===== config.mk =====
export PLATFORM = sky130hd
export DESIGN_NAME = instr_fetch_buffer
export DESIGN_NICKNAME = d
export VERILOG_FILES = /design/src/rtl/riscv_pkg.sv /design/src/rtl/ifb_fifo.sv /design/src/rtl/instr_fetch_buffer.sv
export SDC_FILE = /design/constraint.sdc
export NUM_CORES = 1
export LEC_CHECK = 0
export ABC_AREA = 1
export BUFFER_PORTS_ARGS = -buffer_cell sky130_fd_sc_hd__buf_2
export CORE_MARGIN = 3
export CORE_UTILIZATION = 55
export DETAILED_ROUTE_END_ITERATION = 16
export PLACE_DENSITY_LB_ADDON = 0.1
export SYNTH_ARGS = -nofsm -noshare
export SYNTH_HDL_FRONTEND = slang
export SYNTH_SLANG_ARGS = --single-unit

===== constraint.sdc =====
create_clock -name clk -period 5.7 [get_ports clk]
set_input_delay 0.285 -clock clk [delete_from_list [all_inputs] [get_ports clk]]
set_output_delay 0.285 -clock clk [all_outputs]
set_load 0.05 [all_outputs]

===== src/rtl/riscv_pkg.sv =====
// Shared definitions for the multicycle RISC-V fetch path: default widths,
// the canonical NOP encoding and the {pc, word} prefetch entry layout.
package riscv_pkg;

  localparam int XLEN_DEF = 32;
  localparam int PC_W_DEF = 32;

  localparam logic [XLEN_DEF-1:0] NOP = 32'h0000_0013;

  typedef struct packed {
    logic [PC_W_DEF-1:0] pc;
    logic [XLEN_DEF-1:0] word;
  } fetch_entry_t;

  // Width of a packed {pc, word} queue entry for arbitrary widths.
  function automatic int entry_width(input int pc_w, input int xlen);
    return pc_w + xlen;
  endfunction

endpackage


===== src/rtl/ifb_fifo.sv =====
// Prefetch queue storage for instr_fetch_buffer: DEPTH-entry circular buffer
// with wrapping rd/wr pointers, an occupancy counter and a synchronous clear.
module ifb_fifo #(
  parameter int W     = 64,
  parameter int DEPTH = 4,
  localparam int AW   = $clog2(DEPTH),
  localparam int CW   = $clog2(DEPTH + 1)
) (
  input  logic          clk,
  input  logic          rst,
  input  logic          clear_i,
  input  logic          push_i,
  input  logic          pop_i,
  input  logic [W-1:0]  wdata_i,
  output logic [W-1:0]  rdata_o,
  output logic [CW-1:0] count_o,
  output logic          empty_o,
  output logic          full_o
);

  logic [W-1:0]  mem_q [DEPTH];
  logic [AW-1:0] rd_ptr_q, rd_ptr_d;
  logic [AW-1:0] wr_ptr_q, wr_ptr_d;
  logic [CW-1:0] count_q, count_d;

  // The owner never pushes into a full queue without popping, nor pops an
  // empty one; full/empty therefore come from the count alone.
  always_comb begin
    rd_ptr_d = rd_ptr_q;
    wr_ptr_d = wr_ptr_q;
    count_d  = count_q;
    if (clear_i) begin
      rd_ptr_d = '0;
      wr_ptr_d = '0;
      count_d  = '0;
    end else begin
      if (push_i) wr_ptr_d = wr_ptr_q + AW'(1);
      if (pop_i)  rd_ptr_d = rd_ptr_q + AW'(1);
      case ({push_i, pop_i})
        2'b10:   count_d = count_q + CW'(1);
        2'b01:   count_d = count_q - CW'(1);
        default: count_d = count_q;
      endcase
    end
  end

  always_ff @(posedge clk or posedge rst) begin
    if (rst) begin
      rd_ptr_q <= '0;
      wr_ptr_q <= '0;
      count_q  <= '0;
    end else begin
      rd_ptr_q <= rd_ptr_d;
      wr_ptr_q <= wr_ptr_d;
      count_q  <= count_d;
    end
  end

  always_ff @(posedge clk) begin
    if (push_i && !clear_i) mem_q[wr_ptr_q] <= wdata_i;
  end

  assign rdata_o = mem_q[rd_ptr_q];
  assign count_o = count_q;
  assign empty_o = (count_q == '0);
  assign full_o  = (count_q == CW'(DEPTH));

endmodule


===== src/rtl/instr_fetch_buffer.sv =====
// Instruction fetch buffer: prefetch queue between instruction memory and
// decode, plus the architectural instruction register loaded by IRWrite.
module instr_fetch_buffer
  import riscv_pkg::*;
#(
  parameter int XLEN  = XLEN_DEF,
  parameter int PC_W  = PC_W_DEF,
  parameter int DEPTH = 4
) (
  input  logic                       clk,
  input  logic                       reset,
  input  logic [XLEN-1:0]            MemData,
  input  logic [PC_W-1:0]            mem_pc,
  input  logic                       mem_valid,
  output logic                       mem_ready,
  input  logic                       IRWrite,
  input  logic                       flush,
  output logic [XLEN-1:0]            inst,
  output logic [PC_W-1:0]            inst_pc,
  output logic                       inst_valid,
  output logic [$clog2(DEPTH+1)-1:0] count,
  output logic                       empty,
  output logic                       full
);

  localparam int EW = entry_width(PC_W, XLEN);

  logic [XLEN-1:0] inst_q, inst_d;
  logic [PC_W-1:0] inst_pc_q, inst_pc_d;
  logic            inst_valid_q, inst_valid_d;

  logic [EW-1:0]   head;
  logic            q_empty, q_full;
  logic            pop, push, bypass;

  // Handshake: a word transfers on a cycle where mem_valid && mem_ready are
  // both high; a word offered while mem_ready is low is not taken, so the
  // memory side keeps it asserted. Flush blocks acceptance outright, and a
  // full queue still accepts when decode pops the head in the same cycle.
  assign mem_ready = !flush && (!q_full || (IRWrite && !q_empty));
  assign pop       = !flush && IRWrite && !q_empty;
  assign bypass    = !flush && IRWrite && q_empty && mem_valid;
  assign push      = mem_valid && mem_ready && !bypass;

  ifb_fifo #(
    .W     (EW),
    .DEPTH (DEPTH)
  ) u_fifo (
    .clk     (clk),
    .rst     (reset),
    .clear_i (flush),
    .push_i  (push),
    .pop_i   (pop),
    .wdata_i ({mem_pc, MemData}),
    .rdata_o (head),
    .count_o (count),
    .empty_o (q_empty),
    .full_o  (q_full)
  );

  // Flush drops the valid flag but leaves inst/inst_pc visible for debug.
  always_comb begin
    inst_d       = inst_q;
    inst_pc_d    = inst_pc_q;
    inst_valid_d = inst_valid_q;
    if (flush) begin
      inst_valid_d = 1'b0;
    end else if (IRWrite) begin
      if (!q_empty) begin
        inst_d       = head[XLEN-1:0];
        inst_pc_d    = head[EW-1:XLEN];
        inst_valid_d = 1'b1;
      end else if (mem_valid) begin
        inst_d       = MemData;
        inst_pc_d    = mem_pc;
        inst_valid_d = 1'b1;
      end else begin
        inst_valid_d = 1'b0;
      end
    end
  end

  always_ff @(posedge clk or posedge reset) begin
    if (reset) begin
      inst_q       <= '0;
      inst_pc_q    <= '0;
      inst_valid_q <= 1'b0;
    end else begin
      inst_q       <= inst_d;
      inst_pc_q    <= inst_pc_d;
      inst_valid_q <= inst_valid_d;
    end
  end

  assign inst       = inst_q;
  assign inst_pc    = inst_pc_q;
  assign inst_valid = inst_valid_q;
  assign empty      = q_empty;
  assign full       = q_full;

endmodule


Yosys cells after proc, flatten, opt, wreduce, memory -nomap -nowiden
Memories as Yosys holds them, arrays and structs flattened.
Cells that the tools add are included.
- bits in registers: 72
- memory bits (writable): 256
- output and inout port bits: 71
- word-level logic and storage cells: 52
- memories kept: 1
- add/subtract/negate cells: 4
- equality and inequality tests: 4
- multiplexer cells: 16
- bitwise logic cells: 1
- reductions and logical operators: 20
- memory list (memory ; words ; bits a word ; rd ports ; clocked after Yosys merged registers in ; wr ports ; RTL line ; text):
    u_fifo.mem_q ; 4 ; 64 ; 1 ; 0 ; 1 ; ifb_fifo.sv:21 ; logic [W-1:0] mem_q [DEPTH];
- operator list (kind ; number):
    32-bit 2-to-1 mux ; 4
    1-bit logical AND ; 9
    2-bit 2-to-1 mux ; 4
    1-bit 2-to-1 mux ; 6
    3-bit one-hot mux with 2 select lines ; 1
    2-bit nonzero test ; 3
    2-bit by 1-bit adder with 2-bit output (second input constant) ; 2
    1-bit zero test ; 4
    3-bit by 1-bit adder with 3-bit output (second input constant) ; 1
    3-bit equality test (second input constant) ; 1
    3-bit zero test ; 1
    3-bit 2-to-1 mux ; 1
    3-bit AND reduction ; 1
    3-bit nonzero test ; 1
    3-bit by 1-bit subtractor with 3-bit output (second input constant) ; 1
    2-bit by 1-bit equality test with 1-bit output (second input constant) ; 1
    2-bit equality test (second input constant) ; 1
    2-bit != test (second input constant) ; 1
    1-bit logical OR ; 1
    1-bit NOT ; 1

Depth between registers and ports, before layout
Gate-level depths: netlist (run 1).
- depth after elaboration: 10
- mapped depth: 15

By module
From an unflattened synthesis (run 1), not the netlist that was laid out.
- cell total of the unflattened synthesis: 1177
- area, all modules: 13231.4 um2
- by module, submodules not included (module ; times used ; cells each ; area each (um2) ; sequential area each (um2)):
    ifb_fifo ; 1 ; 681 ; 9939.5 ; 7862.5
    instr_fetch_buffer ; 1 ; 496 ; 3291.9 ; 1626.6

Worst setup path before layout (run 1)
OpenSTA, ideal clock, no wires.
- kind: register to register
- from: reg u_fifo.count_q[0] (netlist: u_fifo.count_o[0])
- to: mem u_fifo.mem_q[0][0] (enable)
- arrival time: 4248 ps
- data required time: 5213 ps
- path slack: 966 ps
- cell stages (with the launch flop): 7
- clock period less this slack: 4734 ps
- path through: dfrtp_1 nor2_2 nand2_1 nand2_1 nand2_1 nand2_1 nor2_1
- word-level cells in the longest chain between the ends: 10
- RTL lines (item ; RTL line ; text):
    from (decl) ; ifb_fifo.sv:24 ; logic [CW-1:0] count_q, count_d;
    from (signal assigned) ; ifb_fifo.sv:55 ; count_q <= count_d;
    3-bit zero test ; ifb_fifo.sv:65 ; assign empty_o = (count_q == '0);
    1-bit zero test ; n/a ;
    1-bit logical AND ; instr_fetch_buffer.sv:40 ; assign mem_ready = !flush && (!q_full || (IRWrite && !q_empty));
    1-bit logical OR * ; instr_fetch_buffer.sv:40 ;
    1-bit logical AND * ; instr_fetch_buffer.sv:40 ;
    via mem_ready ; instr_fetch_buffer.sv:15 ; output logic mem_ready,
    1-bit logical AND * (2 in series) ; instr_fetch_buffer.sv:43 ; assign push = mem_valid && mem_ready && !bypass;
    1-bit logical AND * ; ifb_fifo.sv:60 ; if (push_i && !clear_i) mem_q[wr_ptr_q] <= wdata_i;
    1-bit 2-to-1 mux * ; ifb_fifo.sv:60 ;
    1-bit 2-to-1 mux (implied by the code) * ; ifb_fifo.sv:60 ;
    to (decl) ; ifb_fifo.sv:21 ;
Mark *: on every way through the listed nets, which the timed path passes. The rest lies on a longest branch.

Worst setup path after layout (run 1)
- from: reg u_fifo.count_q[0] (netlist: u_fifo.count_o[0])
- to: out empty
- word-level cells in the longest chain between the ends: 1
- RTL lines (item ; RTL line ; text):
    3-bit zero test ; ifb_fifo.sv:65 ;
    to (decl) ; instr_fetch_buffer.sv:22 ; output logic empty,
Every way passes these cells.

==> results of run 1 <==
-- per-layer routing --
| layer | share of wire, % | up-vias | GRT usage, % |
|---|---|---|---|
| met1 | 44 | 4132 | 31.37 |
| met3 | 6.1 | 42 | 3.998 |
| li1 | - | 4145 | - |
| met5 | 0.047 | - | 0 |
| met4 | 2.0 | 2 | 5.592 |
| met2 | 48 | 241 | 35.28 |
-- report_power, final --
group / switching [mW] / internal [mW]
registers: 0.180 / 2.97
logic: 1.90 / 0.550
clock network: 0.876 / 1.30
total: 2.96 / 4.83
-- final cells by class --
cell class / instances / area, sq um
Clock buffer: 49 / 991.0
Timing Repair Buffer: 154 / 815.8
Sequential cell: 328 / 9493
Multi-Input combinational cell: 696 / 3224
Tap cell: 319 / 399.1
Clock inverter: 13 / 113.9
Inverter: 22 / 88.84
Fill cell: 1855 / 8417
-- final timing paths --
| kind | endpoint | from | cells past startpoint | slack [ps] |
|---|---|---|---|---|
| max | empty | u_fifo.count_o[0] | 6 | 2160 |
| min | u_fifo.mem_q[1][52] | mem_pc[20] | 1 | 20 |
| max reg2reg | u_fifo.mem_q[2][23] | u_fifo.count_o[0] | 7 | 2530 |
| min reg2reg | inst[0] | inst[0] | 2 | 480 |
| max in group asynchronous | u_fifo.rd_ptr_q[0] | reset | 3 | 4750 |
| min in group asynchronous | inst[5] | reset | 3 | 50 |
-- flip-flops by register name (all words and copies together), names as in the netlist --
name	cells
u_fifo.count_o	3
inst_valid	1
u_fifo.wr_ptr_q	2
u_fifo.mem_q	256
inst	32
inst_pc	32
u_fifo.rd_ptr_q	2
-- synthesized netlist by cell type (2+ instances only) --
cell type	count	area (sq um)
buf_2	32	160.2
nor2_1	268	1006
nand3_1	6	30.03
o21ai_0	192	960.9
buf_6	10	112.6
dfrtp_1	72	1802
clkbuf_1	23	86.33
buf_4	2	15.01
nand2_1	87	326.6
o21ai_2	20	175.2
ha_1	4	50.05
nand2_4	2	22.52
inv_2	3	11.26
edfxtp_1	256	7687
inv_1	18	67.56
o21ai_1	111	555.5
buf_12	3	60.06
-- stage by stage --
step / instance area, sq um / utilization, % / setup slack (ps) / power, mW
2_1_floorplan: 13200 / - / 965.6 / 5.077
3_3_place_gp: 13990 / 59.43 / 2578 / 5.642
3_5_place_dp: 13990 / 59.43 / 2506 / 5.676
4_1_cts: 15130 / 64.25 / 2124 / 7.852
5_1_grt: 15130 / 64.25 / 1951 / 8.201
6_report: 15130 / 64.25 / 2157 / 7.787
-- cells by family after synthesis --
group	Yosys count	synth area share, %
simple gates	366	10.64
buf+inv	92	3.934
compound gates	325	13.00
fa+ha+maj	5	0.5309
flops	328	71.90
==> flow_metrics.py, run 1 <==
metrics = {
    "global_routing": {
        "grt_antenna_before_repair": 1,
        "grt_max_degree": 96,
        "number_of_global_route_vias_before_repair": 8677,
        "gr-usage-all-layers_pct": 21.90,
        "global_route.overflow_total": 0,
        "grt_pass1_wl_microns": 45630,
    },
    "synth": {
        "synth_enable_flop_cells": 256,
        "synth_area_per_cell_sq_um": 11.83,
        "yosysUniqueCellTypes": 24,
        "synth_cells": 1116,
        "syn-cell-area_sq_mm": 0.01320,
        "ys_warn_count": 0,
        "sequential_to_total_area_share_from_yosys_stat_pct": 71.90,
        "syn-num-nets": 1190,
        "ys_dominant_reg_cell": "edfxtp_1",
        "ys_ff_latch": 328,
        "async_flop_share_pct": 21.95,
    },
    "drt": {
        "routed_wl_microns": 27680,
        "post_drt_via_cell_ratio": 5.416,
        "drtIter0Drc": 836,
        "drt_first_pass_iters": 5,
        "detail_route.drc_violations": 0,
        "drtAntennaViolNets": 0,
        "detail_route.wl_per_cell_microns": 17.51,
        "detailroute.via_count": 8562,
    },
    "clocking": {
        "cts_num_sinks": 328,
        "latest_clock_arrival_within_the_worst_skew_pair_ps": 500,
        "clock-root-buffer": "clkbuf_16",
        "cts_max_level": 2,
        "clk_pin_slew_ps": 60,
        "postCtsSetupBuffers": 0,
        "cts_hold_repair.buffers": 3,
        "cts_inserted_buffers": 35,
        "cts_repair_resize_count": 0,
        "cts_tree": "built",
        "clock_path_buffers": 3,
    },
    "floorplanning": {
        "top_level_ports": 140,
        "die_w_microns": 160.9,
        "floorplan.die.height_microns": 160.9,
        "placementRows": 56,
        "core_region_area_sq_mm": 0.02354,
        "die_area_sq_mm": 0.02589,
        "start_util_pct": 56.06,
    },
    "placement": {
        "post-place-cells": 1516,
        "detailed_place_hpwl_microns": 14930,
        "port_buffers": 139,
        "gp_congestion": 0.7614,
    },
    "pwr": {
        "leakage_nw": 5.757,
        "worst_supply_voltage_drop_on_vdd_uv": 334.8,
        "cellPowerDensity_mw_per_mm2": 514.8,
    },
    "layout": {
        "final_cell_mix": "nor2_1 (264), edfxtp_1 (256), o21ai_0 (192)",
        "commonest_non_fill_non_tap_cell_in_the_layout": "nor2_1",
        "antennaDiodeCount": 0,
        "drive_gt1_share_pct": 18.70,
        "flow.area_growth_from_synthesis_pct": 14.61,
        "num-nets-final": 1311,
        "instances_no_fill": 1581,
    },
    "worst_setup_path": {
        "critPathTopFamily": "buffers and inverters",
        "critPathRequiredTime_ps": 5410,
        "worstPathCellList": "nor2_2 > nand2_4 > buf_4 > inv_2 > buf_4 > buf_2",
        "timing.critical_path.slowest_cell_delay_ps": 560,
        "worst_ep_arrival_ps": 3260,
        "critical_path_peak_fanout": 47,
        "critical-path-slowest-cell": "buf_4",
        "start_kind": "flip-flop",
        "setup.worst_path.end_class": "output port",
        "setup.worst_path.class": "reg -> out",
        "crit_path_frequent_cell": "buf_4",
        "cp.buffers_inverters": 4,
    },
    "worst_hold_path": {
        "min_path_type": "in -> reg",
    },
    "timing": {
        "report.final.setup_viol": 0,
        "max-slew-margin-rel_pct": 26.76,
        "timing.final.hold_violations": 0,
        "rsz0062_at_grt": "no",
        "holdWs_ps": 17.59,
        "layout_worst_path_cycle_share_pct": 62.16,
        "min_period_ps": 3543,
        "skew_ps": 10.20,
        "final_max_slew_viol_count": 0,
        "tns_ps": 0,
        "fmax_mhz": 282.2,
        "worst_slew_pin_slew_ps": 1099,
    },
    "run": {
        "timing.max_cap.violations": 0,
    },
    "outcome": {
        "status": "finished clean",
    },
}
Note: power is estimated with default switching activity, not from simulation.
==> run 2: changes to the inputs <==
CORE_UTILIZATION = 53   (was 55)
clock period = 2.9 ns   (was 5.7 ns; I/O delays follow)
==> flow_metrics.py, run 2 (synthesized netlist as in run 1, its figures left out) <==
metrics = {
    "timing": {
        "report.final.setup_viol": 0,
        "min_period_ps": 2329,
        "rsz0062_at_grt": "no",
        "max-slew-margin-rel_pct": 42.54,
        "skew_ps": 9.859,
        "final_max_slew_viol_count": 0,
        "fmax_mhz": 429.3,
        "tns_ps": 0,
        "worst_slew_pin_slew_ps": 860.8,
        "holdWs_ps": 194.7,
        "timing.final.hold_violations": 0,
        "layout_worst_path_cycle_share_pct": 80.32,
    },
    "layout": {
        "final_cell_mix": "nor2_1 (264), edfxtp_1 (256), o21ai_0 (192)",
        "fillers": 1849,
        "number_of_flip_flops_under_the_largest_register_name": 256,
        "storage_element_area_sq_mm": 0.009495,
        "multiInputGateArea_sq_mm": 0.003227,
        "commonest_non_fill_non_tap_cell_in_the_layout": "nor2_1",
        "num-nets-final": 1388,
        "top_register": "u_fifo.mem_q",
        "flow.area_growth_from_synthesis_pct": 21.25,
        "drive_gt1_share_pct": 18.88,
    },
    "clocking": {
        "clk_pin_slew_ps": 60,
        "postCtsSetupBuffers": 0,
        "clock_path_buffers": 3,
        "clock-root-buffer": "clkbuf_16",
        "cts_max_level": 2,
        "cts_num_sinks": 328,
        "cts_tree": "built",
        "latest_clock_arrival_within_the_worst_skew_pair_ps": 500,
        "cts_inserted_buffers": 34,
    },
    "run": {
        "timing.max_cap.violations": 0,
    },
    "pwr": {
        "comb_power_share_pct": 32.4,
        "seq_power_share_pct": 39.5,
        "clock_share_of_power_pct": 28.1,
        "cell_internal_power_dissipation_mw": 9.784,
        "worst_supply_voltage_drop_on_vdd_uv": 624.4,
        "net-switching-power_mw": 5.919,
        "cellPowerDensity_mw_per_mm2": 981.3,
        "switching_share_pct": 37.69,
        "leakage_nw": 6.132,
    },
    "placement": {
        "gp_congestion": 0.8061,
        "port_buffers": 139,
        "detailed_place_hpwl_microns": 16000,
    },
    "drt": {
        "post_drt_via_cell_ratio": 5.383,
        "drt_first_pass_iters": 4,
        "detail_route.wl_per_cell_microns": 17.89,
        "routed_wl_microns": 29810,
        "detailroute.via_count": 8968,
        "detail_route.drc_violations": 0,
        "drtIter0Drc": 589,
        "drtAntennaViolNets": 0,
    },
    "floorplanning": {
        "start_util_pct": 54.11,
        "die_w_microns": 163.8,
        "top_level_ports": 140,
        "core_region_area_sq_mm": 0.02439,
        "placementRows": 57,
        "floorplan.die.height_microns": 163.8,
        "die_area_sq_mm": 0.02683,
    },
    "worst_setup_path": {
        "critical-path-slowest-cell": "buf_4",
        "critical_path_peak_fanout": 46,
        "start_kind": "flip-flop",
        "worstPathCellList": "inv_1 > nand2_4 > buf_4 > nand2_4 > o21ai_4 > buf_12 > o21ai_0 > o21ai_0",
        "worst_ep_arrival_ps": 2750,
        "setup.worst_path.end_class": "flip-flop",
        "setup.worst_path.class": "reg -> reg",
        "timing.critical_path.slowest_cell_delay_ps": 530,
        "critPathRequiredTime_ps": 3320,
    },
    "global_routing": {
        "grt_antenna_before_repair": 1,
        "grt_max_degree": 77,
        "gr-usage-all-layers_pct": 22.27,
        "number_of_global_route_vias_before_repair": 8708,
        "grt_pass1_wl_microns": 46580,
        "global_route.overflow_total": 0,
    },
    "outcome": {
        "status": "finished clean",
    },
    "worst_hold_path": {
        "min_path_type": "in -> reg",
    },
}
[run 2: final cells by class]
class | count | area share [%]
inverter | 22 | 0.5551
clock buffer | 48 | 6.169
tap | 324 | 2.533
multi-input combinational | 696 | 20.16
sequential | 328 | 59.34
clock inverter | 14 | 1.048
antenna | 2 | 0.03127
timing repair buffer | 232 | 10.16
[run 2: final timing paths]
path	startpoint	to	slack, ps	depth (start not counted)
worst max register to register	u_fifo.count_o[2]	inst_pc[31]	570	8
min in group asynchronous	reset	inst[8]	380	3
worst max-delay path	u_fifo.count_o[2]	inst_pc[31]	570	8
max in group asynchronous	reset	u_fifo.count_o[1]	1810	4
worst min register to register	inst_valid	inst_valid	480	2
worst min-delay path	mem_valid	u_fifo.count_o[2]	190	7
[run 2: repair_timing]
| item | in CTS | in global routing |
|---|---|---|
| endpoints found under the hold margin | 326 | 0 |
| gates resized for setup | 0 | 0 |
| hold buffers | 68 | 0 |
| setup endpoints to repair | 0 | 0 |
[run 2: through the flow]
step	cells	util (%)	instance area, sq um	power [mW]	setup WS [ps]
after global placement	1534	58.06	14160	11.26	681.2
after floorplan	1116	-	13230	9.976	91.37
after global routing	1665	65.60	16000	16.49	362.7
after CTS	1664	65.59	16000	15.84	582.4
after detailed placement	1534	58.06	14160	11.32	591.6
final	1666	65.61	16000	15.70	570.7
[run 2: layer usage]
metal	track usage, %	up-vias	wire length [microns]
met2	37.13	272	14650
met1	30.93	4357	13070
met4	6.075	0	462
met3	3.354	34	1631
li1	-	4305	-
met5	0	-	0
[run 2: power by group through the flow]
stage,registers [mW],clock network (mW),logic (mW)
final,6.20,4.42,5.08
after detailed placement,6.29,0,5.03
after global placement,6.28,0,4.98
after floorplan,7.82,0,2.15
after CTS,6.20,4.51,5.12
after global routing,6.27,4.70,5.51
[run 2: critical path, delay by kind of cell, from the launching register on]
family	cells	cell delay (ps)
buf+inv	3	990
compound gates	3	610
flops	1	420
simple gates	2	210
